--- src/rtl/alu_4bit_reg.sv ---
// ============================================================================
// Module   : alu_4bit_reg
// Purpose  : Registered WIDTH-bit ALU, 3-bit opcode, 2*WIDTH zero-extended result
// Revision : 1.0  initial release
// ============================================================================
`default_nettype none

module alu_4bit_reg #(
  parameter int WIDTH = 4
) (
  input  logic               clk,
  input  logic               rst_n,
  input  logic               in_valid,
  input  logic [WIDTH-1:0]   a,
  input  logic [WIDTH-1:0]   b,
  input  logic [2:0]         sel,
  output logic [2*WIDTH-1:0] result,
  output logic               out_valid,
  output logic               zero,
  output logic               carry
);

  localparam int RW = 2 * WIDTH;

  localparam logic [2:0] c_OP_ADD = 3'b000;
  localparam logic [2:0] c_OP_SUB = 3'b001;
  localparam logic [2:0] c_OP_SHL = 3'b010;
  localparam logic [2:0] c_OP_AND = 3'b011;
  localparam logic [2:0] c_OP_OR  = 3'b100;
  localparam logic [2:0] c_OP_NOT = 3'b101;
  localparam logic [2:0] c_OP_XOR = 3'b110;
  localparam logic [2:0] c_OP_SHR = 3'b111;

  logic [RW-1:0] a_ext;
  logic [RW-1:0] b_ext;
  logic [RW-1:0] result_d;
  logic          carry_d;

  logic [RW-1:0] result_q;
  logic          valid_q;
  logic          zero_q;
  logic          carry_q;

  assign a_ext = {{WIDTH{1'b0}}, a};
  assign b_ext = {{WIDTH{1'b0}}, b};

  always_comb begin
    result_d = '0;
    carry_d  = 1'b0;
    case (sel)
      c_OP_ADD: begin
        result_d = a_ext + b_ext;
        carry_d  = result_d[WIDTH];
      end
      c_OP_SUB: begin
        // Wraps modulo 2^RW; borrow is simply the unsigned compare.
        result_d = a_ext - b_ext;
        carry_d  = (a < b);
      end
      c_OP_SHL: result_d = a_ext << 1;
      c_OP_AND: result_d = a_ext & b_ext;
      c_OP_OR:  result_d = a_ext | b_ext;
      c_OP_NOT: result_d = {{WIDTH{1'b0}}, ~a};
      c_OP_XOR: result_d = a_ext ^ b_ext;
      c_OP_SHR: result_d = b_ext >> 1;
      default:  result_d = '0;
    endcase
  end

  always_ff @(posedge clk or negedge rst_n) begin
    if (!rst_n) begin
      result_q <= '0;
      valid_q  <= 1'b0;
      zero_q   <= 1'b0;
      carry_q  <= 1'b0;
    end else begin
      valid_q <= in_valid;
      if (in_valid) begin
        result_q <= result_d;
        zero_q   <= (result_d == '0);
        carry_q  <= carry_d;
      end
    end
  end

  assign result    = result_q;
  assign out_valid = valid_q;
  assign zero      = zero_q;
  assign carry     = carry_q;

endmodule

`default_nettype wire

--- config.mk ---
export PLATFORM = sky130hd
export DESIGN_NAME = alu_4bit_reg
export DESIGN_NICKNAME = d
export VERILOG_FILES = /design/src/rtl/alu_4bit_reg.sv
export SDC_FILE = /design/constraint.sdc
export NUM_CORES = 1
export LEC_CHECK = 0
export CORE_ASPECT_RATIO = 0.6
export CORE_UTILIZATION = 25
export CTS_CLUSTER_DIAMETER = 200
export DETAILED_ROUTE_END_ITERATION = 10
export GPL_TIMING_DRIVEN = 0
export PLACE_DENSITY = 0.46
export RECOVER_POWER = 50
export REMOVE_ABC_BUFFERS = 1
export SLEW_MARGIN = 10
export SYNTH_ARGS = -nofsm -noshare
export SYNTH_HDL_FRONTEND = slang
export SYNTH_SLANG_ARGS = --single-unit
--- constraint.sdc ---
create_clock -name clk -period 0.9 [get_ports clk]
set_clock_uncertainty 0.05 [all_clocks]
set_input_delay 0.27 -clock clk [delete_from_list [all_inputs] [get_ports clk]]
set_output_delay 0.27 -clock clk [all_outputs]
set_load 0.1 [all_outputs]
# Word-level counts from Yosys, hierarchy flattened
# Cells that the tools add are included.
# word_totals
register_bits	11
output_inout_bits	11
in_bits	14
wordCells	22
# classes
order_cmp	1
reduce_logical	2
n_eq_ne	7
n_bitwise	4
mux	2
n_addsub	2
# op_table
operator	n
one-hot mux 8 bit (8 select lines)	1
== test 3 bit, second input constant	4
logical NOT 8 bit	1
== test 3 x 2 -> 1 bit, second input constant	2
adder 4 x 4 -> 5 bit	1
subtractor 4 x 4 -> 5 bit	1
bitwise AND 4 bit	1
less-than comparator 4 bit	1
NOT 4 bit	1
OR 4 bit	1
bitwise XOR 4 bit	1
== test 3 x 1 -> 1 bit, second input constant	1
logical NOT 3 bit	1
one-hot mux 1 bit (2 select lines)	1

# Depth between registers and ports, before layout
# logic_depth
ltp_word	3
mapped_depth	9

# Worst setup path after synthesis
# No wires, ideal clock.
# synth_path
kind	input to register
start	in a[0]
end	reg zero_q (netlist: zero)
path_stages	9
path_buffers	0
arrival_time_ns	1.943
setup_slack_ns	-1.159
cell_sequence	inv_1 > ha_1 > inv_1 > fa_1 > xnor2_1 > mux4_2 > a21oi_1 > nor2b_1 > a41o_1
# synth_between
elab_chain_cells	3
elab_cells_between_ends	8
cone_classes	add/sub (2); mux (1); bitwise (4); reduce/logical (1)
# synth_lines
item	line	rtl
start: declaration	14	input logic [WIDTH-1:0] a,
subtractor 4 x 4 -> 5 bit, or another cell as far along	57	result_d = a_ext - b_ext;
one-hot mux 8 bit (8 select lines) *	50	case (sel)
logical NOT 8 bit *	80	zero_q <= (result_d == '0);
end signal: assignment	80	
end: declaration	41	logic zero_q;
# Mark *: on every way between the ends. The rest lies on a longest branch, timed or not.
# A chain may end at the register's enable or synchronous reset.

# Final worst setup path
# Same ends and word-level chain as after synthesis.

==> qor_table.md <==
| Metric | Reported | Unit |
|---|---|---|
| Status | finished, violations left | - |
| Failing checks | setup timing | - |
| Power per cell area | 1270 | nW/um2 |
| Min cycle time layout | 1.95 | ns |
| Total Nets Final | 201 | - |
| Antenna Violating Nets Remaining | 0 | - |
| Initial Util | 27.3 | % |
| Mean routed wirelength per cell | 15.0 | um |
| Number of placed I/O pins | 25 | - |
| Post-route setup TNS | -9.37 | ns |
| Worst setup SP type | primary input | - |
| Die height | 52.1 | um |
| Post-synthesis register bit count | 9 | - |
| Clock Pin Slew Worst Setup and Hold Paths | 0.05 | ns |
| Worst Reg-to-Reg Cells | 2 | - |
| Critical-path cell list | buf_8 -> clkinv_4 -> ha_4 -> inv_2 -> fa_2 -> xnor2_1 -> mux4_2 -> a21oi_4 -> nor2b_4 -> a41o_1 | - |
| Maximum clock frequency | 0.512 | GHz |
| Critical Path AT | 2.07 | ns |
| Cell type contributing the most total cell area after synthesis | sky130_fd_sc_hd__dfrtp_1 | - |
| Min-Delay Path Class | in -> async | - |
| Inserted Diodes | 0 | - |
| GRT Overall Usage | 15.4 | % |
| Worst path setup slack after routing | -1.05 | ns |
| Count of distinct cell types in the synthesized netlist | 42 | - |
| Layout overhead on the synthesized area | 75.7 | % |
| CP Class | in -> reg | - |
| Fin cells | 219 | - |
| Post-synthesis instance area | 1050 | um2 |
| Number of buffers created by CTS | 3 | - |
| HPWL after DPL | 2080 | um |
| RSZ-0062 raised after global routing | yes | - |
| CTS root buffer | sky130_fd_sc_hd__clkbuf_8 | - |
| Number of placement rows | 17 | - |
| Number of buffers added on ports | 24 | - |
| Tightest hold margin | 0.373 | ns |
| Clock buffer depth | 2 | - |
| Adder-cell share of the synthesized area | 18.2 | % |
| Relative slew slack | 60.2 | % |
| CTS tree | built | - |
| Wirelength, routed | 3290 | um |
| Post-route DRC | 0 | - |
| Final count of hold timing violations | 0 | - |
| Worst skew pair latency | 0.23 | ns |
| Transition time of the tightest slew-check pin | 0.597 | ns |
| Total setup violations reported at the end of the flow | 19 | - |
| Weighted congestion reported at the end of routability-driven placement | 0.759 | - |
| Total power | 0.00233 | W |
| Proportion of synthesized chip area in sequential cells | 21.5 | % |
| Required time worst endpoint | 1.02 | ns |
| Synthesized area per cell | 8.30 | um2 |
| Compound-Gate Fraction of Synth Area | 21.8 | % |
| Vias in the first global route | 1076 | - |
| Die extent in x | 85.5 | um |
| Initial antenna violation count | 0 | - |
| Wire length of the first global-routing pass | 5340 | um |
| Top cells by area in the synthesized netlist | sky130_fd_sc_hd__dfrtp_1 22%, sky130_fd_sc_hd__ha_1 14%, sky130_fd_sc_hd__inv_1 7.2% | - |
| Gate Count Post-Synth | 126 | - |
| Delay of the slowest critical-path stage | 0.49 | ns |
| Static Leakage | 0.791 | nW |
| Maximum vdd ir drop | 0.000635 | V |
| Area of the die | 4460 | um2 |
| Most frequently used cell type in the post-synthesis netlist | sky130_fd_sc_hd__inv_1 | - |
| Dpl cells | 189 | - |
| Clk sinks | 9 | - |
| Top cell types by occurrence after synthesis | 20 x sky130_fd_sc_hd__inv_1, 12 x sky130_fd_sc_hd__ha_1, 11 x sky130_fd_sc_hd__a21oi_1 | - |
| Fraction of post-synthesis cell area in the top cell type by area | 21.5 | % |
| Pin count of the biggest net entering global routing | 22 | - |
| Initial DRT Pass Iterations | 4 | - |
| Crit-path max FO | 2 | - |
| Combinational family with the most area after synthesis | compound AO/OA/AOI/OAI gates | - |
| Count of flip-flops with a built-in enable after synthesis | 0 | - |
| Level count of the clock H-tree | 1 | - |
| Aggregate global routing overflow | 0 | - |
| Layout cell share with drive strength beyond 1 | 51.7 | % |
| Post-synth ARST share | 100 | % |
| Final Util | 48.0 | % |
| Post-Synth Simple-Gate Area | 17.8 | % |
| Mux share of post-synthesis cell area | 7.30 | % |
| Dominant synthesized flop cell | sky130_fd_sc_hd__dfrtp_1 | - |
| Number of warnings issued by yosys | 0 | - |
| Via/cell ratio | 5.05 | - |
| Number of slew-limit violations in the final report | 0 | - |
| Xor and xnor fraction of the mapped netlist area | 1.67 | % |
| Final cycle utilization of the critical path | 217 | % |
| Cell with the largest stage delay on the worst path | sky130_fd_sc_hd__mux4_2 | - |
| Core footprint | 3830 | um2 |
| Number of vias after detailed routing | 1107 | - |
| # Max-Cap Violations | 0 | - |
| Setup crit end kind | register | - |
| Number of DRC markers after the initial detailed-route iteration | 62 | - |
power by group:
group | switching (W) | internal [W] | leakage [nW]
combinational | 0.000786 | 0.000577 | 0.659
clock | 0.000153 | 0.000308 | 0.0228
sequential | 0.0000506 | 0.000453 | 0.109
total | 0.000990 | 0.00134 | 0.791
through the flow:
stage	setup slack, ns	area (um2)
2_1_floorplan	-1.63	998
3_3_place_gp	-2.14	1300
3_5_place_dp	-2.22	1300
4_1_cts	-1.03	1730
5_1_grt	-1.10	1840
6_report	-1.05	1840
worst max-delay path: cells and delay by family:
family                   cells  cell delay (ns)
multiplexers                 1             0.49
adder cells (fa/ha/maj)      2             0.48
AO/OA/AOI/OAI                2             0.35
buffers and inverters        3             0.18
AND/OR/NAND/NOR              1             0.15
XOR/XNOR                     1             0.14
cell type report:
type                            instances  area [um2]
Fill cell                             350        1990
Sequential cell                         9         226
Tap cell                               47        58.8
Clock buffer                            4        45.0
Timing Repair Buffer                   50         561
Inverter                               20        88.8
Multi-Input combinational cell         89         858
per-layer routing:
layer | track usage [%] | up-vias | wire length [um]
met2 | 24.4 | 29 | 1500
met5 | 0 | - | 0
met3 | 3.02 | 6 | 117
met1 | 22.7 | 535 | 1620
met4 | 0.833 | 0 | 59
li1 | - | 537 | -
cell usage in the layout (no fill, tap or decap), types with 2 or more instances in the layout:
cell type / synthesis / routed
sky130_fd_sc_hd__nand2b_1: 2 / 2
sky130_fd_sc_hd__a21oi_4: 0 / 3
sky130_fd_sc_hd__buf_4: 2 / 20
sky130_fd_sc_hd__a31oi_1: 2 / 2
sky130_fd_sc_hd__buf_8: 0 / 3
sky130_fd_sc_hd__nand2_1: 3 / 3
sky130_fd_sc_hd__clkbuf_8: 0 / 3
sky130_fd_sc_hd__nor2_1: 10 / 8
sky130_fd_sc_hd__nand3_1: 5 / 5
sky130_fd_sc_hd__fa_2: 0 / 2
sky130_fd_sc_hd__buf_2: 2 / 3
sky130_fd_sc_hd__buf_6: 1 / 11
sky130_fd_sc_hd__nand4_1: 2 / 2
sky130_fd_sc_hd__a21oi_1: 11 / 5
sky130_fd_sc_hd__a21oi_2: 0 / 3
sky130_fd_sc_hd__nor2b_1: 3 / 2
sky130_fd_sc_hd__nor4_1: 2 / 2
sky130_fd_sc_hd__mux2i_1: 2 / 2
sky130_fd_sc_hd__o21ai_1: 1 / 5
sky130_fd_sc_hd__inv_2: 0 / 7
sky130_fd_sc_hd__dfrtp_1: 9 / 8
sky130_fd_sc_hd__nand3b_1: 2 / 2
sky130_fd_sc_hd__inv_4: 0 / 2
sky130_fd_sc_hd__inv_1: 20 / 9
sky130_fd_sc_hd__buf_12: 0 / 10
sky130_fd_sc_hd__mux4_2: 2 / 2
sky130_fd_sc_hd__ha_1: 12 / 6
sky130_fd_sc_hd__nor2_2: 1 / 2
sky130_fd_sc_hd__ha_4: 0 / 6
sky130_fd_sc_hd__o211ai_1: 2 / 2
sky130_fd_sc_hd__o21ai_0: 7 / 2
registers in the layout, indices dropped and copies added, names as in the netlist:
register   count
zero           1
result         6
out_valid      1
carry          1
cells by family (layout without fill, tap and decap cells):
kind of cell / count (synthesis) / after routing
compound gates: 34 / 34
xor+xnor: 2 / 2
fa+ha+maj: 14 / 14
buf+inv: 28 / 74
flops: 9 / 9
mux: 5 / 5
simple gates: 34 / 34
final timing paths:
path | start | slack, ns | endpoint
hold / removal | rst_n | 0.37 | result[1]
setup / recovery | a[0] | -1.05 | zero
max in group asynchronous | rst_n | 0.09 | result[6]
min in group clk | sel[0] | 0.42 | result[6]
setup reg to reg | zero | -0.02 | zero
hold reg to reg | carry | 0.49 | carry
what timing repair did:
item	CTS	global route
endpoints found under the setup margin	20	19
resized for setup	192	30
hold buffers	0	0
pin swaps	21	7
buffers inserted	26	4
Power figures use the tool's default switching activity.
